[config.mk]
export PLATFORM = sky130hd
export DESIGN_NAME = pipe_ctrl_cc_flat
export DESIGN_NICKNAME = d
export VERILOG_FILES = /design/src/rtl/pipe_ctrl_cc_if.sv /design/src/rtl/pipe_ctrl_cc.sv /design/src/flat_wrapper.sv
export SDC_FILE = /design/constraint.sdc
export NUM_CORES = 1
export LEC_CHECK = 0
export BUFFER_PORTS_ARGS = -buffer_cell sky130_fd_sc_hd__buf_2
export CORE_AREA = 2 2 91 93
export DETAILED_ROUTE_END_ITERATION = 10
export DIE_AREA = 0 0 93 95
export PLACE_DENSITY = 0.47
export SETUP_SLACK_MARGIN = 0.5
export SYNTH_ARGS = -nofsm -noshare
export SYNTH_HDL_FRONTEND = slang
export SYNTH_SLANG_ARGS = --single-unit
[constraint.sdc]
create_clock -name clk -period 1.4 [get_ports clk]
set_input_delay 0.21 -clock clk [delete_from_list [all_inputs] [get_ports clk]]
set_output_delay 0.21 -clock clk [all_outputs]
set_load 0.1 [all_outputs]
[src/rtl/pipe_ctrl_cc_if.sv]
// pipe_ctrl_cc_if: bundle of pipeline-state inputs and stall/bubble/flag outputs
// exchanged between the Y86-64 pipeline datapath (master) and pipe_ctrl_cc (slave).
// With PIPE_PERF_CNT_EN defined the bundle also carries the performance counters.
interface pipe_ctrl_cc_if #(
    parameter int WIDTH = 64
`ifdef PIPE_PERF_CNT_EN
    ,
    parameter int CNT_W = 32
`endif
);
    // Pipeline state observed by the controller
    logic [3:0]       D_icode;
    logic [3:0]       d_srcA;
    logic [3:0]       d_srcB;
    logic [3:0]       E_icode;
    logic [3:0]       E_ifun;
    logic [3:0]       E_destM;
    logic [WIDTH-1:0] e_opa;
    logic [WIDTH-1:0] e_opb;
    logic [WIDTH-1:0] e_res;
    logic [3:0]       M_icode;
    logic [2:0]       m_stat;
    logic [2:0]       W_stat;

    // Controller results
    logic             e_cnd;
    logic             cc_zf;
    logic             cc_sf;
    logic             cc_of;
    logic             F_stall;
    logic             D_stall;
    logic             D_bubble;
    logic             E_bubble;
    logic             M_bubble;
    logic             W_stall;
    logic             halted;

`ifdef PIPE_PERF_CNT_EN
    logic [CNT_W-1:0] perf_cycles;
    logic [CNT_W-1:0] perf_retired;
    logic [CNT_W-1:0] perf_stalls;
    logic [CNT_W-1:0] perf_flushes;
`endif

    modport master (
`ifdef PIPE_PERF_CNT_EN
        input  perf_cycles, perf_retired, perf_stalls, perf_flushes,
`endif
        output D_icode, d_srcA, d_srcB, E_icode, E_ifun, E_destM,
        output e_opa, e_opb, e_res, M_icode, m_stat, W_stat,
        input  e_cnd, cc_zf, cc_sf, cc_of,
        input  F_stall, D_stall, D_bubble, E_bubble, M_bubble, W_stall, halted
    );

    modport slave (
`ifdef PIPE_PERF_CNT_EN
        output perf_cycles, perf_retired, perf_stalls, perf_flushes,
`endif
        input  D_icode, d_srcA, d_srcB, E_icode, E_ifun, E_destM,
        input  e_opa, e_opb, e_res, M_icode, m_stat, W_stat,
        output e_cnd, cc_zf, cc_sf, cc_of,
        output F_stall, D_stall, D_bubble, E_bubble, M_bubble, W_stall, halted
    );
endinterface

[src/rtl/pipe_ctrl_cc.sv]
// pipe_ctrl_cc: sequencing/control unit for the pipelined Y86-64 execute datapath.
// Owns the ZF/SF/OF condition-code register, evaluates the branch/cmov condition
// for the instruction in E, and drives the F/D/E/M/W stall and bubble controls
// (load/use, mispredict, ret, exceptions). A RUN/DRAIN/HALTED FSM lets the pipe
// drain after a non-AOK status and then freezes it until reset.
// Optional feature macro: PIPE_PERF_CNT_EN adds saturating performance counters.
module pipe_ctrl_cc #(
    parameter int         WIDTH = 64,
`ifdef PIPE_PERF_CNT_EN
    parameter int         CNT_W = 32,
`endif
    parameter logic [3:0] RNONE = 4'hF
) (
    input  logic          clk,
    input  logic          rst,
    pipe_ctrl_cc_if.slave pif
);

    localparam logic [2:0] STAT_AOK  = 3'd1;

    localparam logic [3:0] IC_CMOV   = 4'h2;
    localparam logic [3:0] IC_MRMOV  = 4'h5;
    localparam logic [3:0] IC_OPQ    = 4'h6;
    localparam logic [3:0] IC_JXX    = 4'h7;
    localparam logic [3:0] IC_RET    = 4'h9;
    localparam logic [3:0] IC_POPQ   = 4'hB;

    localparam logic [3:0] FN_ADD    = 4'h0;
    localparam logic [3:0] FN_SUB    = 4'h1;
    localparam logic [3:0] FN_XOR    = 4'h3;
    localparam logic [3:0] FN_AND    = 4'h4;

    typedef enum logic [1:0] {
        ST_RUN    = 2'd0,
        ST_DRAIN  = 2'd1,
        ST_HALTED = 2'd2
    } state_e;

    // Branch/cmov condition from the flags; unknown ifun never takes.
    function automatic logic f_cond(input logic [3:0] ifun, input logic zf,
                                    input logic sf, input logic of);
        logic lt;
        lt = sf ^ of;
        case (ifun)
            4'h0:    f_cond = 1'b1;
            4'h1:    f_cond = lt | zf;
            4'h2:    f_cond = lt;
            4'h3:    f_cond = zf;
            4'h4:    f_cond = ~zf;
            4'h5:    f_cond = ~lt;
            4'h6:    f_cond = ~lt & ~zf;
            default: f_cond = 1'b0;
        endcase
    endfunction

    // Signed overflow from operand/result sign bits; logical ops never overflow.
    function automatic logic f_ovf(input logic [3:0] ifun, input logic sa,
                                   input logic sb, input logic sr);
        case (ifun)
            FN_ADD:  f_ovf = (sa == sb) && (sr != sa);
            FN_SUB:  f_ovf = (sa != sb) && (sr != sa);
            default: f_ovf = 1'b0;
        endcase
    endfunction

    state_e state_r;
    state_e state_s;
    logic   halted_r;

    logic   zf_r;
    logic   sf_r;
    logic   of_r;
    logic   cc_we_s;
    logic   zf_nx_s;
    logic   sf_nx_s;
    logic   of_nx_s;

    logic   e_cnd_s;
    logic   load_use_s;
    logic   mispred_s;
    logic   ret_in_s;

    logic   f_stall_s;
    logic   d_stall_s;
    logic   d_bubble_s;
    logic   e_bubble_s;
    logic   m_bubble_s;
    logic   w_stall_s;

    // Only the sign bits of the operands feed the overflow rule.
    logic   unused_opnd_s;
    assign unused_opnd_s = ^{pif.e_opa[WIDTH-2:0], pif.e_opb[WIDTH-2:0]};

    // Condition for the cmov/jXX in E, evaluated against the registered flags.
    always_comb begin
        e_cnd_s = 1'b0;
        if ((pif.E_icode == IC_CMOV) || (pif.E_icode == IC_JXX)) begin
            e_cnd_s = f_cond(pif.E_ifun, zf_r, sf_r, of_r);
        end else begin
            e_cnd_s = 1'b0;
        end
    end

    // Hazard detection: load/use on a memory read in E, mispredicted jump, ret in flight.
    always_comb begin
        load_use_s = ((pif.E_icode == IC_MRMOV) || (pif.E_icode == IC_POPQ)) &&
                     (pif.E_destM != RNONE) &&
                     ((pif.E_destM == pif.d_srcA) || (pif.E_destM == pif.d_srcB));
        mispred_s  = (pif.E_icode == IC_JXX) && !e_cnd_s;
        ret_in_s   = (pif.D_icode == IC_RET) || (pif.E_icode == IC_RET) ||
                     (pif.M_icode == IC_RET);
    end

    // Pipeline register controls; reset forces bubbles, HALTED freezes every stage.
    always_comb begin
        f_stall_s  = 1'b0;
        d_stall_s  = 1'b0;
        d_bubble_s = 1'b0;
        e_bubble_s = 1'b0;
        m_bubble_s = 1'b0;
        w_stall_s  = 1'b0;
        if (rst) begin
            d_bubble_s = 1'b1;
            e_bubble_s = 1'b1;
            m_bubble_s = 1'b1;
        end else if (state_r == ST_HALTED) begin
            f_stall_s  = 1'b1;
            d_stall_s  = 1'b1;
            w_stall_s  = 1'b1;
        end else begin
            f_stall_s  = load_use_s | ret_in_s;
            d_stall_s  = load_use_s;
            // A mispredict squashes D even with ret there; load/use keeps D stalled instead.
            d_bubble_s = mispred_s | (ret_in_s & !load_use_s);
            e_bubble_s = mispred_s | load_use_s;
            m_bubble_s = (pif.m_stat != STAT_AOK) | (pif.W_stat != STAT_AOK);
            w_stall_s  = (pif.W_stat != STAT_AOK);
        end
    end

    // Halt FSM next state: drain once M reports a fault, stop once it reaches W.
    always_comb begin
        state_s = state_r;
        case (state_r)
            ST_RUN: begin
                if (pif.m_stat != STAT_AOK) begin
                    state_s = ST_DRAIN;
                end else begin
                    state_s = ST_RUN;
                end
            end
            ST_DRAIN: begin
                if (pif.W_stat != STAT_AOK) begin
                    state_s = ST_HALTED;
                end else begin
                    state_s = ST_DRAIN;
                end
            end
            ST_HALTED: state_s = ST_HALTED;
            default:   state_s = ST_HALTED;
        endcase
    end

    // Condition-code write enable and next flag values for an OPq in E.
    always_comb begin
        cc_we_s = (state_r == ST_RUN) && (pif.E_icode == IC_OPQ) &&
                  (pif.m_stat == STAT_AOK) && (pif.W_stat == STAT_AOK) &&
                  ((pif.E_ifun == FN_ADD) || (pif.E_ifun == FN_SUB) ||
                   (pif.E_ifun == FN_XOR) || (pif.E_ifun == FN_AND));
        zf_nx_s = (pif.e_res == {WIDTH{1'b0}});
        sf_nx_s = pif.e_res[WIDTH-1];
        of_nx_s = f_ovf(pif.E_ifun, pif.e_opa[WIDTH-1], pif.e_opb[WIDTH-1],
                        pif.e_res[WIDTH-1]);
    end

    // FSM state register and sticky halted flag.
    always_ff @(posedge clk) begin
        if (rst) begin
            state_r  <= ST_RUN;
            halted_r <= 1'b0;
        end else begin
            state_r  <= state_s;
            halted_r <= (state_s == ST_HALTED);
        end
    end

    // Architectural condition-code register; all three flags change together or not at all.
    always_ff @(posedge clk) begin
        if (rst) begin
            zf_r <= 1'b1;
            sf_r <= 1'b0;
            of_r <= 1'b0;
        end else if (cc_we_s) begin
            zf_r <= zf_nx_s;
            sf_r <= sf_nx_s;
            of_r <= of_nx_s;
        end else begin
            zf_r <= zf_r;
            sf_r <= sf_r;
            of_r <= of_r;
        end
    end

    assign pif.e_cnd    = e_cnd_s;
    assign pif.cc_zf    = zf_r;
    assign pif.cc_sf    = sf_r;
    assign pif.cc_of    = of_r;
    assign pif.F_stall  = f_stall_s;
    assign pif.D_stall  = d_stall_s;
    assign pif.D_bubble = d_bubble_s;
    assign pif.E_bubble = e_bubble_s;
    assign pif.M_bubble = m_bubble_s;
    assign pif.W_stall  = w_stall_s;
    assign pif.halted   = halted_r;

`ifdef PIPE_PERF_CNT_EN
    // Saturating increment: the counter sticks at all-ones.
    function automatic logic [CNT_W-1:0] f_sat_inc(input logic [CNT_W-1:0] v, input logic en);
        if (en && (v != {CNT_W{1'b1}})) begin
            f_sat_inc = v + {{(CNT_W-1){1'b0}}, 1'b1};
        end else begin
            f_sat_inc = v;
        end
    endfunction

    logic [CNT_W-1:0] cyc_r;
    logic [CNT_W-1:0] ret_r;
    logic [CNT_W-1:0] stl_r;
    logic [CNT_W-1:0] fls_r;
    logic             live_s;

    assign live_s = (state_r != ST_HALTED);

    // Performance counters; frozen once the pipe is halted.
    always_ff @(posedge clk) begin
        if (rst) begin
            cyc_r <= {CNT_W{1'b0}};
            ret_r <= {CNT_W{1'b0}};
            stl_r <= {CNT_W{1'b0}};
            fls_r <= {CNT_W{1'b0}};
        end else begin
            cyc_r <= f_sat_inc(cyc_r, live_s);
            ret_r <= f_sat_inc(ret_r, live_s && (pif.W_stat == STAT_AOK) && !w_stall_s);
            stl_r <= f_sat_inc(stl_r, live_s && f_stall_s);
            fls_r <= f_sat_inc(fls_r, live_s && mispred_s);
        end
    end

    assign pif.perf_cycles  = cyc_r;
    assign pif.perf_retired = ret_r;
    assign pif.perf_stalls  = stl_r;
    assign pif.perf_flushes = fls_r;
`endif

endmodule
[src/flat_wrapper.sv]
// flat-port wrapper written by rule: the top's interface ports become plain ports
module pipe_ctrl_cc_flat 
#(
    parameter int         WIDTH = 64,

    parameter logic [3:0] RNONE = 4'hF
)
  (clk, rst, pif_D_icode, pif_d_srcA, pif_d_srcB, pif_E_icode, pif_E_ifun, pif_E_destM, pif_e_opa, pif_e_opb, pif_e_res, pif_M_icode, pif_m_stat, pif_W_stat, pif_e_cnd, pif_cc_zf, pif_cc_sf, pif_cc_of, pif_F_stall, pif_D_stall, pif_D_bubble, pif_E_bubble, pif_M_bubble, pif_W_stall, pif_halted);
  pipe_ctrl_cc_if #(.WIDTH(WIDTH)) pif_i ();
  input  logic clk;
  input  logic rst;
  input wire logic [$bits(pif_i.D_icode)-1:0] pif_D_icode;
  input wire logic [$bits(pif_i.d_srcA)-1:0] pif_d_srcA;
  input wire logic [$bits(pif_i.d_srcB)-1:0] pif_d_srcB;
  input wire logic [$bits(pif_i.E_icode)-1:0] pif_E_icode;
  input wire logic [$bits(pif_i.E_ifun)-1:0] pif_E_ifun;
  input wire logic [$bits(pif_i.E_destM)-1:0] pif_E_destM;
  input wire logic [$bits(pif_i.e_opa)-1:0] pif_e_opa;
  input wire logic [$bits(pif_i.e_opb)-1:0] pif_e_opb;
  input wire logic [$bits(pif_i.e_res)-1:0] pif_e_res;
  input wire logic [$bits(pif_i.M_icode)-1:0] pif_M_icode;
  input wire logic [$bits(pif_i.m_stat)-1:0] pif_m_stat;
  input wire logic [$bits(pif_i.W_stat)-1:0] pif_W_stat;
  output wire logic [$bits(pif_i.e_cnd)-1:0] pif_e_cnd;
  output wire logic [$bits(pif_i.cc_zf)-1:0] pif_cc_zf;
  output wire logic [$bits(pif_i.cc_sf)-1:0] pif_cc_sf;
  output wire logic [$bits(pif_i.cc_of)-1:0] pif_cc_of;
  output wire logic [$bits(pif_i.F_stall)-1:0] pif_F_stall;
  output wire logic [$bits(pif_i.D_stall)-1:0] pif_D_stall;
  output wire logic [$bits(pif_i.D_bubble)-1:0] pif_D_bubble;
  output wire logic [$bits(pif_i.E_bubble)-1:0] pif_E_bubble;
  output wire logic [$bits(pif_i.M_bubble)-1:0] pif_M_bubble;
  output wire logic [$bits(pif_i.W_stall)-1:0] pif_W_stall;
  output wire logic [$bits(pif_i.halted)-1:0] pif_halted;
  assign pif_i.D_icode = pif_D_icode;
  assign pif_i.d_srcA = pif_d_srcA;
  assign pif_i.d_srcB = pif_d_srcB;
  assign pif_i.E_icode = pif_E_icode;
  assign pif_i.E_ifun = pif_E_ifun;
  assign pif_i.E_destM = pif_E_destM;
  assign pif_i.e_opa = pif_e_opa;
  assign pif_i.e_opb = pif_e_opb;
  assign pif_i.e_res = pif_e_res;
  assign pif_i.M_icode = pif_M_icode;
  assign pif_i.m_stat = pif_m_stat;
  assign pif_i.W_stat = pif_W_stat;
  assign pif_e_cnd = pif_i.e_cnd;
  assign pif_cc_zf = pif_i.cc_zf;
  assign pif_cc_sf = pif_i.cc_sf;
  assign pif_cc_of = pif_i.cc_of;
  assign pif_F_stall = pif_i.F_stall;
  assign pif_D_stall = pif_i.D_stall;
  assign pif_D_bubble = pif_i.D_bubble;
  assign pif_E_bubble = pif_i.E_bubble;
  assign pif_M_bubble = pif_i.M_bubble;
  assign pif_W_stall = pif_i.W_stall;
  assign pif_halted = pif_i.halted;
  pipe_ctrl_cc #(.WIDTH(WIDTH), .RNONE(RNONE)) u_core (.clk(clk), .rst(rst), .pif(pif_i));
endmodule
# --- Word-level counts from Yosys, hierarchy flattened ---
# Cells that the tools add are included.
op_classes:
  n_eq_ne: 27
  mux: 18
  bitwise: 10
  n_reduce_logical: 22
op_table:
  columns: ["cell", "count"]
  rows:
  - ["zero test 64 bit", 1]
  - ["== test 4 x 3 -> 1 bit (second input constant)", 6]
  - ["== test 4 bit (second input constant)", 4]
  - ["2-to-1 mux 1 bit", 14]
  - ["== test 4 x 2 -> 1 bit (second input constant)", 3]
  - ["logical AND 1 bit", 9]
  - ["== test 4 bit", 2]
  - ["logical OR 1 bit", 8]
  - ["one-hot mux 1 bit (7 select lines)", 1]
  - ["== test 3 x 1 -> 1 bit (second input constant)", 2]
  - ["!= test 3 x 1 -> 1 bit (second input constant)", 2]
  - ["OR 1 bit", 5]
  - ["== test 2 bit (second input constant)", 2]
  - ["== test 4 x 1 -> 1 bit (second input constant)", 1]
  - ["zero test 4 bit", 1]
  - ["!= test 4 bit (second input constant)", 1]
  - ["one-hot mux 2 bit (2 select lines)", 1]
  - ["bitwise AND 1 bit", 2]
  - ["== test 2 x 1 -> 1 bit (second input constant)", 1]
  - ["zero test 1 bit", 2]
  - ["zero test 2 bit", 1]
  - ["2-to-1 mux 2 bit", 1]
  - ["!= test 1 bit", 2]
  - ["NOT 1 bit", 2]
  - ["3 further kinds", 3]
totals:
  reg_bits: 6
  out_inout_bits: 11
  elab_cells: 82

# --- Depth between registers and ports, before layout ---
# Gate-level depths: netlist of run 1.
logic_depth:
  depth_word: 10
  depth_mapped: 5
  ltp_nobuf: 5

# --- Worst setup path before layout of run 1 ---
# Ideal clock, no wire load.
synth_path:
  kind: "reg2out"
  start: "reg u_core.sf_r (netlist: u_core.pif.cc_sf)"
  end: "out pif_E_bubble"
  arrival_ns: 2.832
  setup_slack_ns: -1.642
  stages_incl_launch_ff: 6
  path_buffers: 0
  cell_sequence: "dfxtp_1 xor2_1 or4_4 nand3_2 o2111ai_2 a22oi_2"
synth_via:
  elab_chain_len: 10
synth_rtl:
  columns: ["item", "line", "rtl"]
  rows:
  - ["start, declared", "pipe_ctrl_cc.sv:71", "logic sf_r;"]
  - ["start signal, assigned", "pipe_ctrl_cc.sv:195", "sf_r <= sf_nx_s;"]
  - ["start signal, assigned", "pipe_ctrl_cc.sv:199", "sf_r <= sf_r;"]
  - ["bitwise XOR 1 bit (*)", "pipe_ctrl_cc.sv:43", "lt = sf ^ of;"]
  - ["NOT 1 bit", "pipe_ctrl_cc.sv:50, pipe_ctrl_cc.sv:51", null]
  - ["bitwise AND 1 bit", "pipe_ctrl_cc.sv:51", "4'h6: f_cond = ~lt & ~zf;"]
  - ["one-hot mux 1 bit (7 select lines) (*)", "pipe_ctrl_cc.sv:44", "case (ifun)"]
  - ["2-to-1 mux 1 bit (*)", "pipe_ctrl_cc.sv:97", "if ((pif.E_icode == IC_CMOV) || (pif.E_icode == IC_JXX)) begin"]
  - ["zero test 1 bit (*)", "pipe_ctrl_cc.sv:109", "mispred_s = (pif.E_icode == IC_JXX) && !e_cnd_s;"]
  - ["logical AND 1 bit (*)", "pipe_ctrl_cc.sv:109", null]
  - ["OR 1 bit (*)", "pipe_ctrl_cc.sv:135", "e_bubble_s = mispred_s | load_use_s;"]
  - ["2-to-1 mux 1 bit (*)", "pipe_ctrl_cc.sv:126", "end else if (state_r == ST_HALTED) begin"]
  - ["2-to-1 mux 1 bit (*)", "pipe_ctrl_cc.sv:122", "if (rst) begin"]
  - ["end, declared", "flat_wrapper.sv:31", "output wire logic [$bits(pif_i.E_bubble)-1:0] pif_E_bubble;"]
# Every way passes the cells marked *; elsewhere a longest branch is shown, timed or not.

# --- Worst setup path after layout of run 1 ---
layout_path:
  start: "reg u_core.of_r (netlist: u_core.pif.cc_of)"
  end: "out pif_E_bubble"
layout_via:
  elab_chain_len: 10
layout_rtl:
  columns: ["item", "line", "rtl"]
  rows:
  - ["start, declared", "pipe_ctrl_cc.sv:72", "logic of_r;"]
  - ["start signal, assigned", "pipe_ctrl_cc.sv:196", "of_r <= of_nx_s;"]
  - ["start signal, assigned", "pipe_ctrl_cc.sv:200", "of_r <= of_r;"]
  - ["bitwise XOR 1 bit (*)", "pipe_ctrl_cc.sv:43", null]
  - ["NOT 1 bit", "pipe_ctrl_cc.sv:50, pipe_ctrl_cc.sv:51", null]
  - ["bitwise AND 1 bit", "pipe_ctrl_cc.sv:51", null]
  - ["one-hot mux 1 bit (7 select lines) (*)", "pipe_ctrl_cc.sv:44", null]
  - ["2-to-1 mux 1 bit (*)", "pipe_ctrl_cc.sv:97", null]
  - ["zero test 1 bit (*)", "pipe_ctrl_cc.sv:109", null]
  - ["logical AND 1 bit (*)", "pipe_ctrl_cc.sv:109", null]
  - ["OR 1 bit (*)", "pipe_ctrl_cc.sv:135", null]
  - ["2-to-1 mux 1 bit (*)", "pipe_ctrl_cc.sv:126", null]
  - ["2-to-1 mux 1 bit (*)", "pipe_ctrl_cc.sv:122", null]
# Marked as above.

==> results.py, run 1 <==
metrics = {
    "status": {
        "status": "complete, but fails checks",
        "violations": "negative setup slack",
    },
    "finish": {
        "fillers": 883,
        "fin_nets": 468,
        "fin_util_pct": 26.9,
        "syn2layout_area_growth_pct": 176,
        "diodes": 0,
        "drive_above_1_share_pct": 72.8,
        "layout.cells.non_filler": 344,
    },
    "sta": {
        "tightestPinTransition_ns": 0.340,
        "slew_violations": 0,
        "clock.fmax_ghz": 0.484,
        "post-route-min-period_ns": 2.06,
        "slew_headroom_pct": 77.3,
        "setup_slack_ns": -0.665,
        "fin_crit_sh_pct": 147,
        "timing.hold.ws_ns": 0.316,
        "clock_skew_ns": 0.00162,
        "rsz0062_at_grt": "true",
        "setup_viol": 7,
        "final_hold_viol_count": 0,
    },
    "detailed_routing": {
        "drc": 0,
        "vias": 1336,
        "via_per_inst": 3.88,
        "drt_iter0_markers": 12,
        "drt-pass1-iter-count": 4,
        "wl_per_cell_um": 13.0,
        "wl_mm": 4.46,
        "ant_nets": 0,
    },
    "clock_network": {
        "cts_tree": "done",
        "cts_root_buf": "clkbuf_8",
        "clock_latency_ns": 0.22,
        "cts_buffers": 3,
        "clkTransAtPathRegs_ns": 0.04,
        "cts_buffer_depth": 2,
        "htree_levels": 1,
        "cts.sinks": 6,
    },
    "critical_path": {
        "path_cells": "xor2_2 > or4_4 > nand3_4 > o2111ai_4 > a22oi_2 > buf_12",
        "crit_arrival_ns": 1.85,
        "cp_max_fo": 2,
        "crit_buf_inv": 1,
        "cp_slowest_cell": "or4_4",
        "crit_type": "reg2out",
        "max_stage_delay_ns": 0.49,
        "crit_path_end_kind": "primary output",
        "cp_top_family": "simple AND/OR/NAND/NOR gates",
        "required_ns": 1.19,
        "cp-start-kind": "flip-flop",
    },
    "place": {
        "port_buffers": 112,
        "gp_congestion": 0.781,
        "dp.cells": 336,
        "dp_slack_ns": -0.504,
        "place_hpwl_mm": 4.03,
    },
    "power": {
        "switching_share_pct": 36.5,
        "internal_power_mw": 0.695,
        "clock_power_share_pct": 24.9,
        "seq_power_share_pct": 17.3,
        "p_leak_nw": 0.970,
        "pwr_density_cell_nw_per_um2": 513,
        "ir_worst_vdd_mv": 0.243,
        "power.total_mw": 1.09,
        "combPwrFrac_pct": 57.8,
        "switchingPower_mw": 0.400,
    },
    "min_path": {
        "hold_path.class": "in2reg",
    },
    "floorplanning": {
        "io_pins": 239,
        "dieHeight_um": 95,
        "fp.dieW_um": 93,
        "initial_core_util_pct": 9.75,
        "rows": 33,
        "die_area_um2": 8840,
        "core_area_um2": 7930,
    },
    "synthesis": {
        "synth_edf_count": 0,
        "synth_cell_type_count": 31,
        "syn-num-nets": 330,
        "yosys-top-cells-area": "dfxtp_1 16%, nor4_1 15%, xnor2_1 10%",
        "synthArstFlopShare_pct": 0,
        "synth_ff_type": "dfxtp_1",
        "synth_commonest_cells": "18 x nor4_1, 13 x nor2_1, 9 x xnor2_1, 7 x nand4_1, 6 x dfxtp_1",
        "ys_seq_elements": 6,
        "syn_area_per_cell_um2": 7.58,
        "synth_area_um2": 773,
        "yosys_warnings": 0,
        "yosysMostFrequentCell": "nor4_1",
        "syn_inst": 102,
        "synth_top_cell_area_share_pct": 15.5,
        "synth-seq-area-share_pct": 15.5,
        "synth_area_leader_cell": "dfxtp_1",
    },
    "global_route": {
        "grt_pass1_vias": 1348,
        "antenna_found_initial": 1,
        "grt_overflow_total": 0,
        "use_met1_pct": 13.2,
        "grt_pass1_wl_mm": 6.57,
        "grt_use_met3_pct": 3.75,
        "grt_use_total_pct": 10.0,
        "grt_max_degree": 9,
        "gr-max-usage-layer": "met2",
        "use_met2_pct": 15.8,
    },
    "job": {
        "drv_cap": 0,
    },
}
[sequential cells by signal, indices dropped and copies added, names as in the netlist]
| register | flops |
|---|---|
| u_core.pif.cc_of | 1 |
| u_core.state_r | 2 |
| u_core.pif.halted | 1 |
| u_core.pif.cc_zf | 1 |
| u_core.pif.cc_sf | 1 |
[cells by family after synthesis]
family | Yosys count | synth area share [%]
and+or+nand+nor | 68 | 54.0
AOI/OAI and AO/OA | 11 | 12.1
xor gates and xnor gates | 11 | 12.5
DFF | 6 | 15.5
muxes | 3 | 3.88
buffers and inverters | 3 | 1.94
[per-layer routing]
metal / up-vias / wire length [µm]
met5: - / 12
met1: 563 / 2030
met4: 2 / 27
met3: 4 / 528
met2: 93 / 1860
li1: 674 / -
[cells in the final DEF, fill, tap and decap left out, types with 3 or more instances in the layout]
cell / count
a21oi_4: 3
xnor2_2: 7
buf_6: 13
nand3_1: 3
buf_4: 18
nor2_4: 3
nand4_1: 7
mux2i_1: 3
nor4_1: 18
clkbuf_8: 3
nand3b_1: 4
buf_12: 11
nor4bb_1: 3
buf_2: 91
nor2_1: 8
dfxtp_2: 4
[through the flow]
| stage | area [µm²] | TNS, ns |
|---|---|---|
| final | 2130 | -1.99 |
| after global placement | 1860 | -1.64 |
| after CTS | 2020 | -2.11 |
| after detailed placement | 1860 | -1.69 |
| after floorplan | 916 | -2.98 |
| after global routing | 2130 | -2.67 |
[power by group through the flow]
stage          Clock (mW)  Combinational (mW)  Sequential (mW)
6_report            0.273               0.632            0.189
5_1_grt             0.296               0.677            0.191
4_1_cts             0.282               0.598            0.191
3_5_place_dp            0               0.563            0.190
3_3_place_gp            0               0.559            0.190
2_1_floorplan           0               0.262            0.214
[repair_timing]
item	in CTS	in global routing
gates cloned	0	0
buffers inserted	2	2
endpoints found under the setup margin	17	17
resized for setup	23	21
hold buffers	0	0
pin swaps	7	17
[worst min-delay path, stage by stage]
cell,delay (ns)
buf_2,0.12
nand2_1,0.05
o211a_1,0.12
[path summary, 6_finish.rpt]
path / slack [ns] / cells after the start / startpoint / to
worst max-delay path: -0.66 / 6 / u_core.pif.cc_of$_SDFFE_PP0P_ / pif_E_bubble
worst min-delay path: 0.32 / 3 / pif_m_stat[0] / u_core.state_r[0]$_SDFF_PP0_
worst max register to register: -0.06 / 6 / u_core.state_r[1]$_SDFF_PP0_ / u_core.pif.cc_sf$_SDFFE_PP0P_
worst min register to register: 0.50 / 2 / u_core.pif.cc_zf$_SDFFE_PP1P_ / u_core.pif.cc_zf$_SDFFE_PP1P_
[layout make-up]
cell class / count / area, µm² / share of cell area, %
clock buffers: 4 / 45.0 / 2.11
inverters: 2 / 7.51 / 0.352
multi-input cells: 93 / 845 / 39.6
flip-flops and latches: 6 / 133 / 6.22
well taps: 105 / 131 / 6.16
repair buffers: 134 / 972 / 45.6
No activity file was read; power rests on OpenSTA's default activity.
==> inputs of run 2 (changes only) <==
- CORE_AREA: 2 2 91 93 -> 4 4 91 93
- DIE_AREA: 0 0 93 95 -> 0 0 95 97
- PLACE_DENSITY: 0.47 -> 0.49
==> run 2 against run 1 <==
Net effect: the run still ends with negative setup slack left; die area grew 4.3%; combinational power grew 2%; clock power decreased by 1%; core utilization grew 1.8 points; cell area increased by 1.2%; routed wire length shrank 0.79%; sequential share of layout area fell by 0.076 points; first-iteration DRC count rose by 92%; hold slack got worse by 0.019 ns; cell count fell by 1.2%; largest cell class unchanged.
==> results.py, run 2 (synthesis results as in run 1) <==
metrics = {
    "status": {
        "status": "complete, but fails checks",
        "violations": "negative setup slack",
    },
    "detailed_routing": {
        "wl_met2_mm": 1.89,
        "drc": 0,
        "wl_mm": 4.42,
        "ant_nets": 0,
        "drt_iter0_markers": 23,
        "via_per_inst": 4.00,
        "drt-pass1-iter-count": 3,
        "dr_wl_met3_um": 710,
        "wl_per_cell_um": 13.0,
        "met1Wirelength_mm": 1.75,
        "top_layer": "met5",
        "vias": 1359,
    },
    "finish": {
        "mostFrequentLayoutCell": "buf_2",
        "fin_nets": 467,
        "diodes": 0,
        "syn2layout_area_growth_pct": 179,
        "largest-register": "u_core.state_r",
        "largest_reg_flops": 2,
        "final_cell_mix": "93 x buf_2, 17 x nor4_1, 15 x buf_4",
        "final_area_um2": 2160,
        "drive_above_1_share_pct": 75.2,
    },
    "sta": {
        "post-route-min-period_ns": 2.07,
        "setup_viol": 5,
        "rsz0062_at_grt": "true",
        "clock_skew_ns": 0.00357,
        "tightestPinTransition_ns": 0.333,
        "setup_slack_ns": -0.673,
        "slew_violations": 0,
        "final_hold_viol_count": 0,
        "slew_headroom_pct": 77.8,
        "fin_crit_sh_pct": 148,
        "clock.fmax_ghz": 0.482,
    },
    "power": {
        "power.total_mw": 1.11,
        "pwr_density_cell_nw_per_um2": 512,
        "ir_worst_vdd_mv": 0.340,
        "p_leak_nw": 0.970,
    },
    "critical_path": {
        "cp-start-kind": "flip-flop",
        "crit_type": "reg2out",
        "crit_path_end_kind": "primary output",
        "cp_top_family": "simple AND/OR/NAND/NOR gates",
        "required_ns": 1.19,
        "cp_max_fo": 2,
        "crit_arrival_ns": 1.86,
        "reg2regPathDepth": 5,
        "r2r-start": "u_core.state_r[1]$_SDFF_PP0_",
        "crit_buf_inv": 1,
        "crit_start": "u_core.pif.cc_of$_SDFFE_PP0P_",
        "cp_num_cells": 6,
        "max_stage_delay_ns": 0.49,
        "cp_slowest_cell": "or4_4",
        "path_cells": "xor2_2 > or4_4 > nand3_4 > o2111ai_4 > a22oi_2 > buf_12",
    },
    "place": {
        "port_buffers": 112,
        "gp_congestion": 0.723,
        "place_area_um2": 1840,
        "place_hpwl_mm": 3.94,
    },
    "floorplanning": {
        "die_area_um2": 9220,
        "core_area_um2": 7530,
        "dieHeight_um": 97,
        "fp.dieW_um": 95,
        "rows": 32,
        "io_pins": 239,
        "initial_core_util_pct": 10.3,
    },
    "global_route": {
        "grt_overflow_total": 0,
        "grt_pass1_wl_mm": 6.74,
        "grt_max_degree": 9,
        "grt_use_total_pct": 9.52,
        "antenna_found_initial": 3,
        "grt_pass1_vias": 1436,
    },
    "clock_network": {
        "clock_latency_ns": 0.22,
        "cts_buffer_depth": 2,
        "cts_hold_buf": 0,
        "cts_tree": "done",
        "htree_levels": 1,
        "clkTransAtPathRegs_ns": 0.04,
        "cts_buffers": 3,
        "cts.sinks": 6,
        "cts_root_buf": "clkbuf_8",
    },
    "min_path": {
        "hold_path.class": "in2reg",
        "min-delay-start": "pif_e_res[63]",
        "hold-path-cell-count": 3,
    },
    "job": {
        "drv_cap": 0,
    },
}
==> run 2: cell types whose count changed in the layout (fill, tap and decap cells not counted), sizes merged <==
cell and change:
buf -1
==> run 2: what timing repair did <==
item	4_1_cts	5_1_grt
setup endpoints to repair	17	17
setup buffers	3	1
pin swaps	21	8
cloned	0	0
resized for setup	42	7
==> run 2: routing by layer <==
layer | track usage (%) | up-vias
met5 | 0 | -
met4 | 1.33 | 6
met3 | 5.44 | 10
met2 | 15.2 | 94
met1 | 11.3 | 579
li1 | - | 670
==> run 2: worst paths after layout <==
path | to | slack [ns]
worst max register to register | u_core.pif.cc_of$_SDFFE_PP0P_ | 0.11
worst min register to register | u_core.pif.cc_zf$_SDFFE_PP1P_ | 0.50
worst max-delay path | pif_E_bubble | -0.67
worst min-delay path | u_core.pif.cc_sf$_SDFFE_PP0P_ | 0.30
==> run 2: power by group <==
part           total, mW  switching [mW]  leakage (nW)  internal, mW
Sequential         0.190         0.00975        0.0511         0.180
Combinational      0.646           0.325         0.896         0.321
Clock              0.269          0.0736        0.0228         0.196
Total               1.11           0.408         0.970         0.697
==> run 2: final cells by class <==
type | count | area (µm²)
Inverter | 2 | 7.51
Fill cell | 830 | 5370
Multi-Input combinational cell | 93 | 887
Tap cell | 102 | 128
Sequential cell | 6 | 133
Clock buffer | 4 | 45.0
Timing Repair Buffer | 133 | 960
==> run 2: through the flow <==
stage / setup slack [ns] / TNS, ns / utilization [%] / hold slack, ns / instances
floorplan: -1.11 / -2.98 / - / 0.356 / 102
global placement: -0.477 / -1.59 / 24.5 / 0.482 / 332
detailed placement: -0.505 / -1.63 / 24.5 / 0.485 / 332
CTS: -0.692 / -2.07 / 28.0 / 0.300 / 339
global route: -0.737 / -2.35 / 28.7 / 0.315 / 340
finish: -0.673 / -1.99 / 28.7 / 0.298 / 340
==> run 2: worst register-to-register path, delay by kind of cell (launching register included) <==
kind | cells | cell delay, ns
DFF | 1 | 0.33
muxes | 1 | 0.21
and+or+nand+nor | 4 | 0.66
